### config.mk
export PLATFORM = sky130hd
export DESIGN_NAME = clock_div_ctrl
export DESIGN_NICKNAME = d
export VERILOG_FILES = /design/src/rtl/clock_div_ctrl_pkg.sv /design/src/rtl/clock_div_rr_arb.sv /design/src/rtl/clock_div_ctrl.sv
export SDC_FILE = /design/constraint.sdc
export NUM_CORES = 1
export LEC_CHECK = 0
export CORE_MARGIN = 10
export CORE_UTILIZATION = 40
export DETAILED_ROUTE_END_ITERATION = 12
export PLACE_DENSITY = 0.66
export SYNTH_ARGS = -nofsm -noshare
export SYNTH_HDL_FRONTEND = slang
export SYNTH_HIERARCHICAL = 1
export SYNTH_SLANG_ARGS = --single-unit
### constraint.sdc
create_clock -name clock -period 5.1 [get_ports clock]
set_input_delay 1.02 -clock clock [delete_from_list [all_inputs] [get_ports clock]]
set_output_delay 1.02 -clock clock [all_outputs]
set_load 0.05 [all_outputs]
### src/rtl/clock_div_ctrl_pkg.sv
// -----------------------------------------------------------------------------
// clock_div_ctrl_pkg
// Shared types and constants for the divider-ratio controller.
//   state_t      : controller FSM states
//   DIV_W        : width of a divide ratio
//   RESET_STATE  : state entered on reset
//   max_int()    : helper used to size the shared down-counter
// -----------------------------------------------------------------------------
package clock_div_ctrl_pkg;

  localparam int DIV_W = 8;

  typedef enum logic [2:0] {
    BOOT_SETTLE = 3'd0,
    IDLE        = 3'd1,
    GATE        = 3'd2,
    UPDATE      = 3'd3,
    SETTLE      = 3'd4,
    UNGATE      = 3'd5
  } state_t;

  localparam state_t RESET_STATE = BOOT_SETTLE;

  function automatic int max_int(input int a, input int b);
    return (a > b) ? a : b;
  endfunction

endpackage

### src/rtl/clock_div_rr_arb.sv
// -----------------------------------------------------------------------------
// clock_div_rr_arb
// Purely combinational round-robin picker: grants the first valid requester
// at or after the pointer, wrapping around. Nothing is granted while en=0.
// Ports:
//   valid [NUM_REQ-1:0] in  - request valid vector
//   ptr   [ID_W-1:0]    in  - index with highest priority this cycle
//   en                  in  - arbitration enable
//   grant [NUM_REQ-1:0] out - one-hot grant (or zero)
//   index [ID_W-1:0]    out - binary index of the granted requester
// -----------------------------------------------------------------------------
module clock_div_rr_arb #(
  parameter  int NUM_REQ = 2,
  localparam int ID_W    = (NUM_REQ > 1) ? $clog2(NUM_REQ) : 1
) (
  input  logic [NUM_REQ-1:0] valid,
  input  logic [ID_W-1:0]    ptr,
  input  logic               en,
  output logic [NUM_REQ-1:0] grant,
  output logic [ID_W-1:0]    index
);

  logic found;
  int   cand;

  always_comb begin
    grant = '0;
    index = '0;
    found = 1'b0;
    cand  = 0;
    for (int off = 0; off < NUM_REQ; off++) begin
      // Candidate index rotated by the pointer; the pointer is always < NUM_REQ,
      // so a single subtraction handles the wrap.
      cand = int'(ptr) + off;
      if (cand >= NUM_REQ) begin
        cand = cand - NUM_REQ;
      end
      if (en && !found && valid[cand]) begin
        found       = 1'b1;
        grant[cand] = 1'b1;
        index       = ID_W'(cand);
      end
    end
  end

endmodule

### src/rtl/clock_div_ctrl.sv
// -----------------------------------------------------------------------------
// clock_div_ctrl
// Owns the ratio input of one clock divider and the clock-enable of the domain
// it feeds. Ratio-change requests are arbitrated round-robin and each change is
// sequenced gate -> update -> settle -> ungate.
// Optional feature: define CLOCK_DIV_CTRL_CNT_EN to add io_change_cnt, a
// saturating count of completed ratio changes (io_done pulses).
// Ports:
//   clock          in  - reference clock (same as the divider's reference)
//   reset          in  - asynchronous, active-high
//   io_req_valid   in  - per-requester valid
//   io_req_div     in  - requested ratios, requester i at [8i+7:8i]
//   io_req_ready   out - per-requester ready, one-hot or zero, IDLE only
//   io_div         out - registered ratio to the divider
//   io_clk_en      out - registered enable for the divided domain
//   io_done        out - one-cycle pulse, ratio change complete
//   io_err         out - one-cycle pulse, request with ratio 0 rejected
//   io_grant_id    out - index of the last accepted requester
//   io_change_cnt  out - (CLOCK_DIV_CTRL_CNT_EN only) completed changes
// -----------------------------------------------------------------------------
module clock_div_ctrl
  import clock_div_ctrl_pkg::*;
#(
  parameter  int           NUM_REQ       = 2,
  parameter  logic [7:0]   DIV_RESET     = 8'h2,
  parameter  int           GATE_CYCLES   = 2,
  parameter  int           SETTLE_CYCLES = 4,
  localparam int           ID_W          = (NUM_REQ > 1) ? $clog2(NUM_REQ) : 1
) (
  input  logic                     clock,
  input  logic                     reset,
  input  logic [NUM_REQ-1:0]       io_req_valid,
  input  logic [NUM_REQ*DIV_W-1:0] io_req_div,
  output logic [NUM_REQ-1:0]       io_req_ready,
  output logic [DIV_W-1:0]         io_div,
  output logic                     io_clk_en,
  output logic                     io_done,
  output logic                     io_err,
  output logic [ID_W-1:0]          io_grant_id
`ifdef CLOCK_DIV_CTRL_CNT_EN
  ,
  output logic [15:0]              io_change_cnt
`endif
);

  localparam int CNT_W = $clog2(max_int(GATE_CYCLES, SETTLE_CYCLES) + 1);

  state_t             state_reg, state_next;
  logic [CNT_W-1:0]   cnt_reg, cnt_next;
  logic [ID_W-1:0]    ptr_reg, ptr_next;
  logic [DIV_W-1:0]   target_reg, target_next;
  logic [DIV_W-1:0]   div_next;
  logic               clk_en_next;
  logic               done_next;
  logic               err_next;
  logic [ID_W-1:0]    grant_id_next;

  logic [NUM_REQ-1:0] arb_grant;
  logic [ID_W-1:0]    arb_idx;
  logic               xfer;
  logic [DIV_W-1:0]   sel_ratio;
  logic [DIV_W-1:0]   req_ratio [NUM_REQ];

  generate
    for (genvar gi = 0; gi < NUM_REQ; gi++) begin : g_unpack
      assign req_ratio[gi] = io_req_div[gi*DIV_W +: DIV_W];
    end
  endgenerate

  clock_div_rr_arb #(
    .NUM_REQ (NUM_REQ)
  ) u_arb (
    .valid (io_req_valid),
    .ptr   (ptr_reg),
    .en    (state_reg == IDLE),
    .grant (arb_grant),
    .index (arb_idx)
  );

  // The arbiter only grants valid requesters, so any grant is a transfer.
  assign io_req_ready = arb_grant;
  assign xfer         = |arb_grant;
  assign sel_ratio    = req_ratio[arb_idx];

  always_comb begin
    state_next    = state_reg;
    cnt_next      = cnt_reg;
    ptr_next      = ptr_reg;
    target_next   = target_reg;
    div_next      = io_div;
    clk_en_next   = io_clk_en;
    done_next     = 1'b0;
    err_next      = 1'b0;
    grant_id_next = io_grant_id;

    case (state_reg)
      BOOT_SETTLE: begin
        // Ungate after boot without a done pulse.
        if (cnt_reg == '0) begin
          state_next  = UNGATE;
          clk_en_next = 1'b1;
        end else begin
          cnt_next = cnt_reg - 1'b1;
        end
      end

      IDLE: begin
        if (xfer) begin
          grant_id_next = arb_idx;
          ptr_next      = (arb_idx == ID_W'(NUM_REQ - 1)) ? '0 : arb_idx + 1'b1;
          if (sel_ratio == '0) begin
            err_next = 1'b1;
          end else if (sel_ratio == io_div) begin
            done_next = 1'b1;
          end else begin
            target_next = sel_ratio;
            state_next  = GATE;
            cnt_next    = CNT_W'(GATE_CYCLES - 1);
            clk_en_next = 1'b0;
          end
        end
      end

      GATE: begin
        if (cnt_reg == '0) begin
          state_next = UPDATE;
          div_next   = target_reg;
        end else begin
          cnt_next = cnt_reg - 1'b1;
        end
      end

      UPDATE: begin
        state_next = SETTLE;
        cnt_next   = CNT_W'(SETTLE_CYCLES - 1);
      end

      SETTLE: begin
        if (cnt_reg == '0) begin
          state_next  = UNGATE;
          clk_en_next = 1'b1;
          done_next   = 1'b1;
        end else begin
          cnt_next = cnt_reg - 1'b1;
        end
      end

      UNGATE: begin
        state_next = IDLE;
      end

      default: begin
        state_next = RESET_STATE;
      end
    endcase
  end

  // Outputs are registered from their next values so that a state and its
  // visible effect (gating, new ratio, done) appear in the same cycle.
  always_ff @(posedge clock or posedge reset) begin
    if (reset) begin
      state_reg   <= RESET_STATE;
      cnt_reg     <= CNT_W'(SETTLE_CYCLES);
      ptr_reg     <= '0;
      target_reg  <= DIV_RESET;
      io_div      <= DIV_RESET;
      io_clk_en   <= 1'b0;
      io_done     <= 1'b0;
      io_err      <= 1'b0;
      io_grant_id <= '0;
    end else begin
      state_reg   <= state_next;
      cnt_reg     <= cnt_next;
      ptr_reg     <= ptr_next;
      target_reg  <= target_next;
      io_div      <= div_next;
      io_clk_en   <= clk_en_next;
      io_done     <= done_next;
      io_err      <= err_next;
      io_grant_id <= grant_id_next;
    end
  end

`ifdef CLOCK_DIV_CTRL_CNT_EN
  // Updates on the same edge that raises io_done, saturating at all-ones.
  always_ff @(posedge clock or posedge reset) begin
    if (reset) begin
      io_change_cnt <= '0;
    end else if (done_next && (io_change_cnt != 16'hFFFF)) begin
      io_change_cnt <= io_change_cnt + 16'd1;
    end
  end
`endif

endmodule

==> metrics.md <==
| Metric | Value |
|---|---|
| Outcome | `finished, final reports clean` |
| Distinct cells, synth | `33` |
| WL per Instance | `about 15 um` |
| Syn_area_per_cell | `~10 sq um` |
| Antenna Nets Post-Route | `0` |
| Cells along the critical path | `clkdlybuf4s50_1 -> nand2_1 -> a21oi_1 -> clkdlybuf4s50_1` |
| Htree depth | `1` |
| Worst rel slew slack | `roughly a third` |
| Die width | `about 82 um` |
| Non-filler cells, final | `between 200 and 250` |
| CTS Sinks | `27` |
| Met3 Usage GRT | `~3.5%` |
| Worst hold path depth | `1` |
| Gpl congestion | `around 0.83` |
| Worst Path Buf+Inv | `2` |
| Final wirelength | `about 3.4 mm` |
| Initial DRC count | `between 60 and 70` |
| First-pass GRT wire length | `about 5.7 mm` |
| YS warnings | `6` |
| Crit-path max cell delay | `~860 ps` |
| Initial Util | `roughly two fifths` |
| GR peak layer | `met2` |
| Placed Cells | `225` |
| FF+latch area | `approximately 680 sq um` |
| TritonRoute pass-1 iters | `4` |
| Pwr Total | `about 1.2 mW` |
| Setup violations, final | `0` |
| Post-CTS setup buffer count | `0` |
| # resized after CTS | `0` |
| Gr ovfl total | `0` |
| Critical path class | `in2out` |
| Setup TNS | `0 ps` |
| Pleak | `between 0.7 and 0.8 nW` |
| Core area | `~3700 sq um` |
| Register area share after synthesis | `about 45%` |
| PD cells | `roughly 630 nW/um^2` |
| Cell count after synthesis | `roughly 150` |
| Worst Clk Skew | `8.80 ps` |
| Layout cell share with drive strength beyond 1 | `13.8%` |
| Slowest stage cell, crit path | `clkdlybuf4s50_1` |
| FMAX | `about 270 MHz` |
| CP startpoint kind | `input pin` |
| Ant. Diodes | `0` |
| Clk root buf | `clkbuf_8` |
| Clock tree buffer depth | `2` |
| Number of CTS-inserted buffers | `3` |
| Worst-path clk slew | `around 100 ps` |
| Worst-Skew Late Latency | `270 ps` |
| Met2 GRT Util | `between 10% and 20%` |
| Synthesized cell area | `about 1500 sq um` |
| CP endpoint kind | `output pin` |
| Synth-to-Final Area Change | `25.3%` |
| RSZ-0062 raised after global routing | `false` |
| Fillers | `about 330` |
| Drt drc | `0` |
| Area of the multi-input gates | `756 sq um` |
| Detailed-route via count | `~1.2k` |
| Initial antenna violation count | `0` |
| DP Wirelength | `~2.6 mm` |
| Final hold vios | `0` |
| #FFs+latches synth | `27` |
| Final min period | `3670 ps` |
| Critical path's top delay family | `buffers and inverters` |
| Worst Tran Pin Value | `1020 ps` |
| R2r worst-path depth | `11` |
| CP Data Required Time | `between 4000 and 5000 ps` |
| Max-cap viol count | `0` |
| CP dominant cell by count | `clkdlybuf4s50_1` |
| Die area | `6670 sq um` |
| Post-CTS Hold Buffers | `0` |
| Tightest Hold Check Type | `reg2reg` |
| Crit path max fanout | `3` |
| Final count of pins violating max slew | `0` |
| Vias in the first global route | `about 1.2k` |
| Stages on worst setup path | `4` |
| Largest net degree at the start of global routing | `28` |
| Die Ht | `around 82 um` |
| Layout Nets | `about 200` |
| CTS tree | `yes` |
| Synthesized Nets | `between 150 and 200` |
| Max VDD drop | `around 0.00030 V` |
| Period utilization | `between 70% and 80%` |
| WP data arrival | `~2700 ps` |
| Vias per cell | `5.34` |
| GRT Overall Usage | `10.5%` |
| GRT met1 Usage | `around an eighth` |
| Rows | `22` |
| I/O pin cnt | `34` |
| Buffers added on ports | `33` |
## area by class of cell
class                   count  share of cell area, %
clock buffers               3                   2.17
multi-input cells         110                   39.7
inverters                   5                  0.985
clock inverters             1                  0.263
flip-flops and latches     27                   35.7
well taps                  48                   3.15
repair buffers             35                   18.1
## worst register-to-register path, stage by stage, from the launching register on
cell	delay [ps]
dfrtp_1	580
nand2b_1	210
nor2_1	220
nand2_1	90
a21oi_1	120
buf_4	250
mux2i_1	310
xnor2_1	170
nor4_2	80
a21oi_2	740
nand2_1	160
a21o_1	220
## cells in the mapped netlist (all sizes together)
cell type | instances | area (sq um)
mux2i | 9 | 97.6
a21o | 1 | 7.51
and3 | 1 | 6.26
a31oi | 11 | 81.3
xnor2 | 8 | 70.1
nand4b | 1 | 8.76
dfrtp | 24 | 601
nor4 | 5 | 43.8
and2 | 1 | 6.26
inv | 5 | 18.8
o21bai | 1 | 7.51
a21oi | 19 | 98.9
nor3 | 6 | 30.0
dfstp | 3 | 78.8
a211oi | 1 | 7.51
clkbuf | 7 | 26.3
buf | 4 | 45.0
nor3b | 1 | 7.51
o22ai | 2 | 12.5
nor2b | 1 | 6.26
ha | 2 | 25.0
o21ai | 5 | 25.0
nor2 | 11 | 41.3
or2 | 1 | 6.26
nand2b | 3 | 18.8
mux2 | 9 | 101
nand2 | 11 | 41.3
## per-layer routing
layer,up-vias,wire (um)
met1,594,1580
met4,0,17
met5,-,0
li1,598,-
met3,2,222
met2,28,1590
## path summary, 6_finish.rpt
kind                            startpoint              end  slack, ps
min in group asynchronous            reset      io_grant_id       1300
hold reg to reg                  io_clk_en        io_clk_en        500
setup reg to reg              state_reg[0]        io_clk_en       1840
max in group asynchronous            reset       cnt_reg[0]       3190
hold / removal                   io_clk_en        io_clk_en        500
setup / recovery           io_req_valid[0]  io_req_ready[0]       1430
## stage by stage
step	instance area, sq um	util (%)	setup slack [ps]	hold WS [ps]
5_1_grt	1910	52.1	1300	530
2_1_floorplan	1520	-	2120	482
3_3_place_gp	1860	50.8	1430	473
4_1_cts	1910	52.1	1410	500
3_5_place_dp	1860	50.8	1350	478
6_report	1910	52.1	1430	496
## report_power, final
group / internal (mW) / switching, mW
registers: 0.320 / 0.0986
clock network: 0.0547 / 0.0671
logic: 0.274 / 0.383
total: 0.649 / 0.549
## kinds of logic (layout without fill, tap and decap cells)
| kind of cell | Yosys count | in the layout | share of synthesized area [%] |
|---|---|---|---|
| buffers and inverters | 16 | 44 | 5.93 |
| adder cells (fa/ha/maj) | 2 | 2 | 1.65 |
| XOR/XNOR | 8 | 8 | 4.61 |
| multiplexers | 18 | 18 | 13.1 |
| AND/OR/NAND/NOR | 42 | 42 | 14.2 |
| AO/OA/AOI/OAI | 40 | 40 | 15.8 |
| flip-flops | 27 | 27 | 44.7 |
## placed cells by master, fill, tap and decap left out, types with 2 or more instances in the layout
cell type / count
mux2i_2: 2
clkdlybuf4s50_1: 33
nor4_2: 2
clkbuf_8: 3
buf_4: 2
ha_1: 2
o21ai_0: 4
nor4_1: 3
a31oi_1: 9
mux2i_1: 7
nor2_1: 11
o22ai_1: 2
nand2_1: 11
a31oi_2: 2
inv_1: 5
mux2_2: 8
nor3_1: 5
a21oi_1: 18
nand2b_1: 3
dfstp_2: 3
xnor2_1: 8
dfrtp_1: 24
Note: power is estimated with default switching activity, not from simulation.
